`src/rtl/clkdiv_pkg.sv`:
```
// -----------------------------------------------------------------------------
// clkdiv_pkg
// Shared types for the two-channel clock-divider controller.
//   CNT_W_DEF   : width of phase-length counters and config fields
//   ch_state_t  : per-channel phase state (OFF / LOW / HIGH)
//   ch_cfg_t    : one channel's settings {en, low, high}
//   start_state : phase a channel enters when a period begins under a config
// -----------------------------------------------------------------------------
package clkdiv_pkg;

    localparam int CNT_W_DEF = 13;

    typedef enum logic [1:0] {
        OFF  = 2'd0,
        LOW  = 2'd1,
        HIGH = 2'd2
    } ch_state_t;

    typedef struct packed {
        logic                 en;
        logic [CNT_W_DEF-1:0] low;
        logic [CNT_W_DEF-1:0] high;
    } ch_cfg_t;

    // A zero-length phase is skipped entirely; both zero means nothing to run.
    function automatic ch_state_t start_state(input ch_cfg_t cfg);
        if (!cfg.en)          return OFF;
        if (cfg.low  != '0)   return LOW;
        if (cfg.high != '0)   return HIGH;
        return OFF;
    endfunction

endpackage

```
`src/rtl/clkdiv_channel.sv`:
```
// -----------------------------------------------------------------------------
// clkdiv_channel
// One divider channel: phase FSM, phase counter, active and shadow config,
// pending flag and period-boundary (wrap) decode.
//   clk_i     : system clock, rising edge
//   rst_i     : asynchronous active-high reset
//   cfg_we_i  : config write strobe (accepted only while ready_o)
//   cfg_i     : new {en, low, high}
//   sync_i    : permission for an OFF channel to start this cycle
//   ready_o   : no config pending, a write will be accepted
//   clk_out_o : registered divided output
//   pend_o    : config accepted, not yet applied
//   wrap_o    : high on the last cycle of each completed period
// -----------------------------------------------------------------------------
module clkdiv_channel
    import clkdiv_pkg::*;
#(
    parameter ch_cfg_t RST_CFG = '0
) (
    input  logic    clk_i,
    input  logic    rst_i,
    input  logic    cfg_we_i,
    input  ch_cfg_t cfg_i,
    input  logic    sync_i,
    output logic    ready_o,
    output logic    clk_out_o,
    output logic    pend_o,
    output logic    wrap_o
);

    ch_state_t            state_q, state_d;
    logic [CNT_W_DEF-1:0] cnt_q, cnt_d;
    ch_cfg_t              act_q, act_d;
    ch_cfg_t              shd_q, shd_d;
    ch_cfg_t              nxt_cfg;
    logic                 pend_q, pend_d;
    logic                 clk_out_q;
    logic                 boundary;

    always_comb begin
        // NOTE: every signal gets a default first so no path leaves one
        // unassigned, which would infer a latch.
        state_d  = state_q;
        cnt_d    = cnt_q;
        act_d    = act_q;
        shd_d    = shd_q;
        pend_d   = pend_q;
        boundary = 1'b0;
        // The period after a boundary runs on the shadow if one is waiting.
        nxt_cfg  = pend_q ? shd_q : act_q;

        // Accept and apply are mutually exclusive: accept needs !pend_q,
        // apply needs pend_q. A write landing on a boundary waits a period.
        if (cfg_we_i && !pend_q) begin
            shd_d  = cfg_i;
            pend_d = 1'b1;
        end

        case (state_q)
            OFF: begin
                cnt_d = '0;
                if (pend_q && sync_i) begin
                    act_d   = shd_q;
                    pend_d  = 1'b0;
                    state_d = start_state(shd_q);
                end
            end
            LOW: begin
                if (cnt_q == act_q.low - 1'b1) begin
                    cnt_d = '0;
                    // With no high phase the period ends here.
                    if (act_q.high == '0) boundary = 1'b1;
                    else                  state_d  = HIGH;
                end else begin
                    cnt_d = cnt_q + 1'b1;
                end
            end
            HIGH: begin
                if (cnt_q == act_q.high - 1'b1) begin
                    cnt_d    = '0;
                    boundary = 1'b1;
                end else begin
                    cnt_d = cnt_q + 1'b1;
                end
            end
            default: begin
                state_d = OFF;
                cnt_d   = '0;
            end
        endcase

        if (boundary) begin
            if (pend_q) begin
                act_d  = shd_q;
                pend_d = 1'b0;
            end
            state_d = start_state(nxt_cfg);
        end
    end

    always_ff @(posedge clk_i or posedge rst_i) begin
        if (rst_i) begin
            state_q   <= start_state(RST_CFG);
            cnt_q     <= '0;
            act_q     <= RST_CFG;
            // NOTE: the shadow is reset as well so a discarded write can never
            // reappear; it is only ever applied while pend_q is set anyway.
            shd_q     <= RST_CFG;
            pend_q    <= 1'b0;
            clk_out_q <= 1'b0;
        end else begin
            // NOTE: non-blocking assignments so every register samples the
            // pre-edge value of every other register.
            state_q   <= state_d;
            cnt_q     <= cnt_d;
            act_q     <= act_d;
            shd_q     <= shd_d;
            pend_q    <= pend_d;
            clk_out_q <= (state_d == HIGH);
        end
    end

    assign ready_o   = !pend_q;
    assign pend_o    = pend_q;
    assign clk_out_o = clk_out_q;
    assign wrap_o    = boundary;

endmodule

```
`src/rtl/clkdiv_sched.sv`:
```
// -----------------------------------------------------------------------------
// clkdiv_sched
// Two-channel programmable clock-divider controller. Settings arrive through a
// valid/ready port and take effect only at a period boundary.
//   Clk       : system clock, rising edge
//   Rst       : asynchronous active-high reset
//   cfg_valid : config request
//   cfg_ready : config can be accepted for the channel on cfg_ch
//   cfg_ch    : target channel
//   cfg_en    : channel enable value
//   cfg_low   : low-phase length in Clk cycles
//   cfg_high  : high-phase length in Clk cycles
//   clk_out   : divided outputs, registered
//   pend      : per channel, config accepted but not yet applied
//   wrap      : per channel, pulse on the last cycle of each completed period
// Build option CLKDIV_SYNC_START_EN: channel 1 leaving OFF waits for channel
// 0's next wrap pulse so the two outputs are phase-aligned.
// CNT_W must match clkdiv_pkg::CNT_W_DEF, which sizes the config struct.
// -----------------------------------------------------------------------------
module clkdiv_sched
    import clkdiv_pkg::*;
#(
    parameter int CNT_W    = CNT_W_DEF,
    parameter int RST_LOW  = 600,
    parameter int RST_HIGH = 600
) (
    input  logic             Clk,
    input  logic             Rst,
    input  logic             cfg_valid,
    output logic             cfg_ready,
    input  logic             cfg_ch,
    input  logic             cfg_en,
    input  logic [CNT_W-1:0] cfg_low,
    input  logic [CNT_W-1:0] cfg_high,
    output logic [1:0]       clk_out,
    output logic [1:0]       pend,
    output logic [1:0]       wrap
);

    localparam ch_cfg_t CH0_RST = '{en: 1'b1,
                                    low: CNT_W_DEF'(RST_LOW),
                                    high: CNT_W_DEF'(RST_HIGH)};

    ch_cfg_t    cfg_in;
    logic [1:0] we;
    logic [1:0] ready;
    logic       sync1;

    assign cfg_in = '{en: cfg_en, low: cfg_low, high: cfg_high};
    assign we[0]  = cfg_valid && (cfg_ch == 1'b0);
    assign we[1]  = cfg_valid && (cfg_ch == 1'b1);

`ifdef CLKDIV_SYNC_START_EN
    assign sync1 = wrap[0];
`else
    assign sync1 = 1'b1;
`endif

    clkdiv_channel #(.RST_CFG(CH0_RST)) u_ch0 (
        .clk_i    (Clk),
        .rst_i    (Rst),
        .cfg_we_i (we[0]),
        .cfg_i    (cfg_in),
        .sync_i   (1'b1),
        .ready_o  (ready[0]),
        .clk_out_o(clk_out[0]),
        .pend_o   (pend[0]),
        .wrap_o   (wrap[0])
    );

    clkdiv_channel #(.RST_CFG('0)) u_ch1 (
        .clk_i    (Clk),
        .rst_i    (Rst),
        .cfg_we_i (we[1]),
        .cfg_i    (cfg_in),
        .sync_i   (sync1),
        .ready_o  (ready[1]),
        .clk_out_o(clk_out[1]),
        .pend_o   (pend[1]),
        .wrap_o   (wrap[1])
    );

    assign cfg_ready = cfg_ch ? ready[1] : ready[0];

endmodule
```
`config.mk`:
```
export PLATFORM = sky130hd
export DESIGN_NAME = clkdiv_sched
export DESIGN_NICKNAME = d
export VERILOG_FILES = /design/src/rtl/clkdiv_pkg.sv /design/src/rtl/clkdiv_channel.sv /design/src/rtl/clkdiv_sched.sv
export SDC_FILE = /design/constraint.sdc
export NUM_CORES = 1
export LEC_CHECK = 0
export CAP_MARGIN = 20
export CORE_AREA = 2 2 168 104
export CTS_BUF_LIST = sky130_fd_sc_hd__clkbuf_4 sky130_fd_sc_hd__clkbuf_8
export DETAILED_ROUTE_END_ITERATION = 12
export DIE_AREA = 0 0 170 106
export MAX_ROUTING_LAYER = met4
export PLACE_DENSITY_LB_ADDON = 0.1
export SETUP_SLACK_MARGIN = 0.5
export SYNTH_ARGS = -nofsm -noshare
export SYNTH_HDL_FRONTEND = slang
export SYNTH_HIERARCHICAL = 1
export SYNTH_SLANG_ARGS = --single-unit
```
`constraint.sdc`:
```
create_clock -name Clk -period 3.3 [get_ports Clk]
set_input_delay 0.33 -clock Clk [delete_from_list [all_inputs] [get_ports Clk]]
set_output_delay 0.33 -clock Clk [all_outputs]
set_load 0.01 [all_outputs]
```
==> key figures <==
Routing
  • Routed wire per std cell: slightly above 20 um
  • DRT Pass-1 Iters: 5
  • DR vias: roughly 6300
  • Drt total wl: 22200 um
  • Vias per inst: 5.85
  • Initial drt markers: ~570
  • Post-DRT Antenna Nets: 0
  • Residual DRC count: 0

Worst setup path
  • Slowest CP cell: or4_4
  • CP max FO: 6
  • Kind of critical path: flop to primary output
  • Worst Path Arrival: 2.90 ns
  • Worst Setup End Kind: primary output
  • Crit start category: flop
  • Worst path max stage delay: 0.59 ns
  • Worst Path Required: 2.97 ns
  • CP cell instances: or4_4 -> buf_6 -> a2111o_1 -> a32oi_1 -> o211a_1 -> buf_4 -> nand2_1 -> nor3b_2 -> o21a_1 -> buf_2

Logic synthesis
  • Mapped Cells: 740
  • EDFF count, synth: 0
  • Flops & latches, synth: 142
  • Sequential share of the synthesized area: 44.2%
  • Asr flop ratio synth: 100%
  • Top-area cell type share of the netlist area: a little under two fifths
  • Warnings, synthesis: 6
  • Yosys top cell by area: dfrtp_1
  • Cell area after synthesis: 8090 sq um
  • Synth top area cells: dfrtp_1 (38%), mux2_2 (9.5%), dfstp_2 (6.2%), xnor2_1 (4.8%), xor2_1 (4.1%)
  • Netlist cell types: 81
  • Post-synth top flop: dfrtp_1
  • Mean Syn Cell Area: between 10 and 15 sq um

Power and ir drop
  • Tot Pwr: approximately 4.4 mW
  • Psw: 1.28 mW
  • P_int: about 3.2 mW
  • Seq pwr share: 55.0%
  • Leak: 4.61 nW
  • Clock network fraction of design power: a little under a third
  • Switch share: 28.7%
  • Combinational power share: 13.6%
  • Peak VDD IR: 0.275 mV
  • PD cells: approximately 430 nW/um^2

Cells and area
  • Fin util: 62.1%
  • N_diodes: 0
  • Commonest non-fill, non-tap cell in the layout: dfrtp_1
  • Most frequent cells in the layout: dfrtp_1 (120), buf_4 (67), mux2_2 (54)
  • Layout Nets: 900
  • Layout cells sized above 1: between 30% and 40%
  • Syn-to-layout area delta: 27.9%

Clock tree
  • CTS tree: yes
  • CTS Buf Count: 17
  • Clk sink count: around 140
  • Max Buffers Root-to-Sink: 2
  • Worst-path clk slew: 0.09 ns
  • Worst-Skew Late Latency: around 0.46 ns
  • Clock Tree Root: clkbuf_8
  • # H-tree levels: 4

STA
  • Fmax: 310 MHz
  • Max-slew headroom: 41.4%
  • Fin Setup TNS: 0 ns
  • RSZ-0062 raised after global routing: yes
  • Fin. Hold Viols: 0
  • Slew @ Worst Pin: 0.878 ns
  • Slew Limit Fails: 0
  • Min Hold Slack: a little under 0.3 ns
  • Skew final: around 0.018 ns
  • Setup ws final: about 0.074 ns
  • Final min period: 3.23 ns
  • # setup viols final: 0
  • Tcrit/Tclk final: 97.8%

Floorplanning
  • DIE WIDTH: 170 um
  • Die Y: between 100 and 150 um
  • I/O pin count: 38
  • Core ar.: ~17000 sq um
  • Die area: around 18000 sq um
  • FP Rows: 37
  • Initial Util: 48.5%

Min path
  • Worst min-delay path category: input port to asynchronous set/reset pin

Placed design
  • PortBufs: 37
  • Final Wtd Congestion: between 1 and 1.5
  • Worst Setup Slack post-DPL: -0.278 ns
  • HPWL after detailed placement: 15300 um

Run status
  • Status: completed

Global route
  • Vias in the first global route: roughly 6300
  • Largest net degree at the start of global routing: 41
  • GR Overflow Total: 0
  • Gr usage total: 26.5%
  • Initial antenna violation count: 0
  • First-pass GRT wire length: 35300 um

Flow run
  • Max cap viols: 0
logic make-up after synthesis:
group                    count (synthesis)  synth area share (%)
AND/OR/NAND/NOR                        238                  16.1
flip-flops                             142                  44.2
multiplexers                           114                  16.7
AO/OA/AOI/OAI                           93                  8.71
XOR/XNOR                                82                  8.88
buffers and inverters                   55                  3.02
adder cells (fa/ha/maj)                 15                  2.29
other                                    1                0.0464
power groups by stage:
stage	logic (mW)	clock network (mW)	registers, mW
6_report	0.604	1.40	2.44
4_1_cts	0.600	1.41	2.44
5_1_grt	0.661	1.50	2.50
3_3_place_gp	0.566	0	2.45
2_1_floorplan	0.451	0	2.34
3_5_place_dp	0.592	0	2.46
critical path: cells and delay by family (launching register included):
kind                   cells  cell delay (ns)
buffers and inverters      3             0.39
AOI/OAI and AO/OA          4             0.85
DFF                        1             0.38
and+or+nand+nor            3             0.82
cells in the mapped netlist, types with 20 or more instances:
master and instances:
dfrtp_1 123, inv_1 23, mux2_2 68, mux2_4 20
nand2_1 38, nand3_1 22, nor2_1 52, nor3_1 24
xnor2_1 44, xor2_1 38
path summary, 6_finish.rpt:
check / startpoint / slack (ns) / end / cells after the start
max: flop / 0.07 / wrap[1] / 10
min: Rst / 0.30 / asynchronous set/reset pin / 2
max reg2reg: flop / 0.08 / flop / 9
min reg2reg: u_ch0/shd_q[6]$_DFFE_PP1P_ / 0.50 / flop / 2
max in group asynchronous: Rst / 2.04 / u_ch1/shd_q[2]$_DFFE_PP0P_ / 3
min in group Clk: u_ch0/shd_q[6]$_DFFE_PP1P_ / 0.50 / flop / 2
what timing repair did:
action | CTS | global route
setup endpoints to repair | 75 | 90
gates resized for setup | 63 | 45
hold buffers | 0 | 0
pin swaps | 33 | 22
gates cloned | 6 | 1
setup buffers | 18 | 10
stage by stage:
step / cell area, sq um / std cells
floorplan: 8300 / 745
global placement: 9150 / 1015
detailed placement: 9150 / 1015
CTS: 10000 / 1071
global route: 10300 / 1082
finish: 10300 / 1082
metal layers:
layer / up-vias / global-route usage (%) / part of all wire, %
li1: 2901 / - / -
met1: 3178 / 40.8 / 51
met2: 225 / 34.4 / 40
met3: 24 / 7.26 / 8.6
met4: 0 / 5.25 / 1.1
met5: - / - / 0
cell type report:
class	instances	area, sq um
repair buffers	118	1100
inverters	24	90.1
clock buffers	18	241
well taps	214	268
flip-flops and latches	142	3580
multi-input cells	552	4920
fillers	1308	6320
clock inverters	14	146
(Power assumes the default switching activity.)
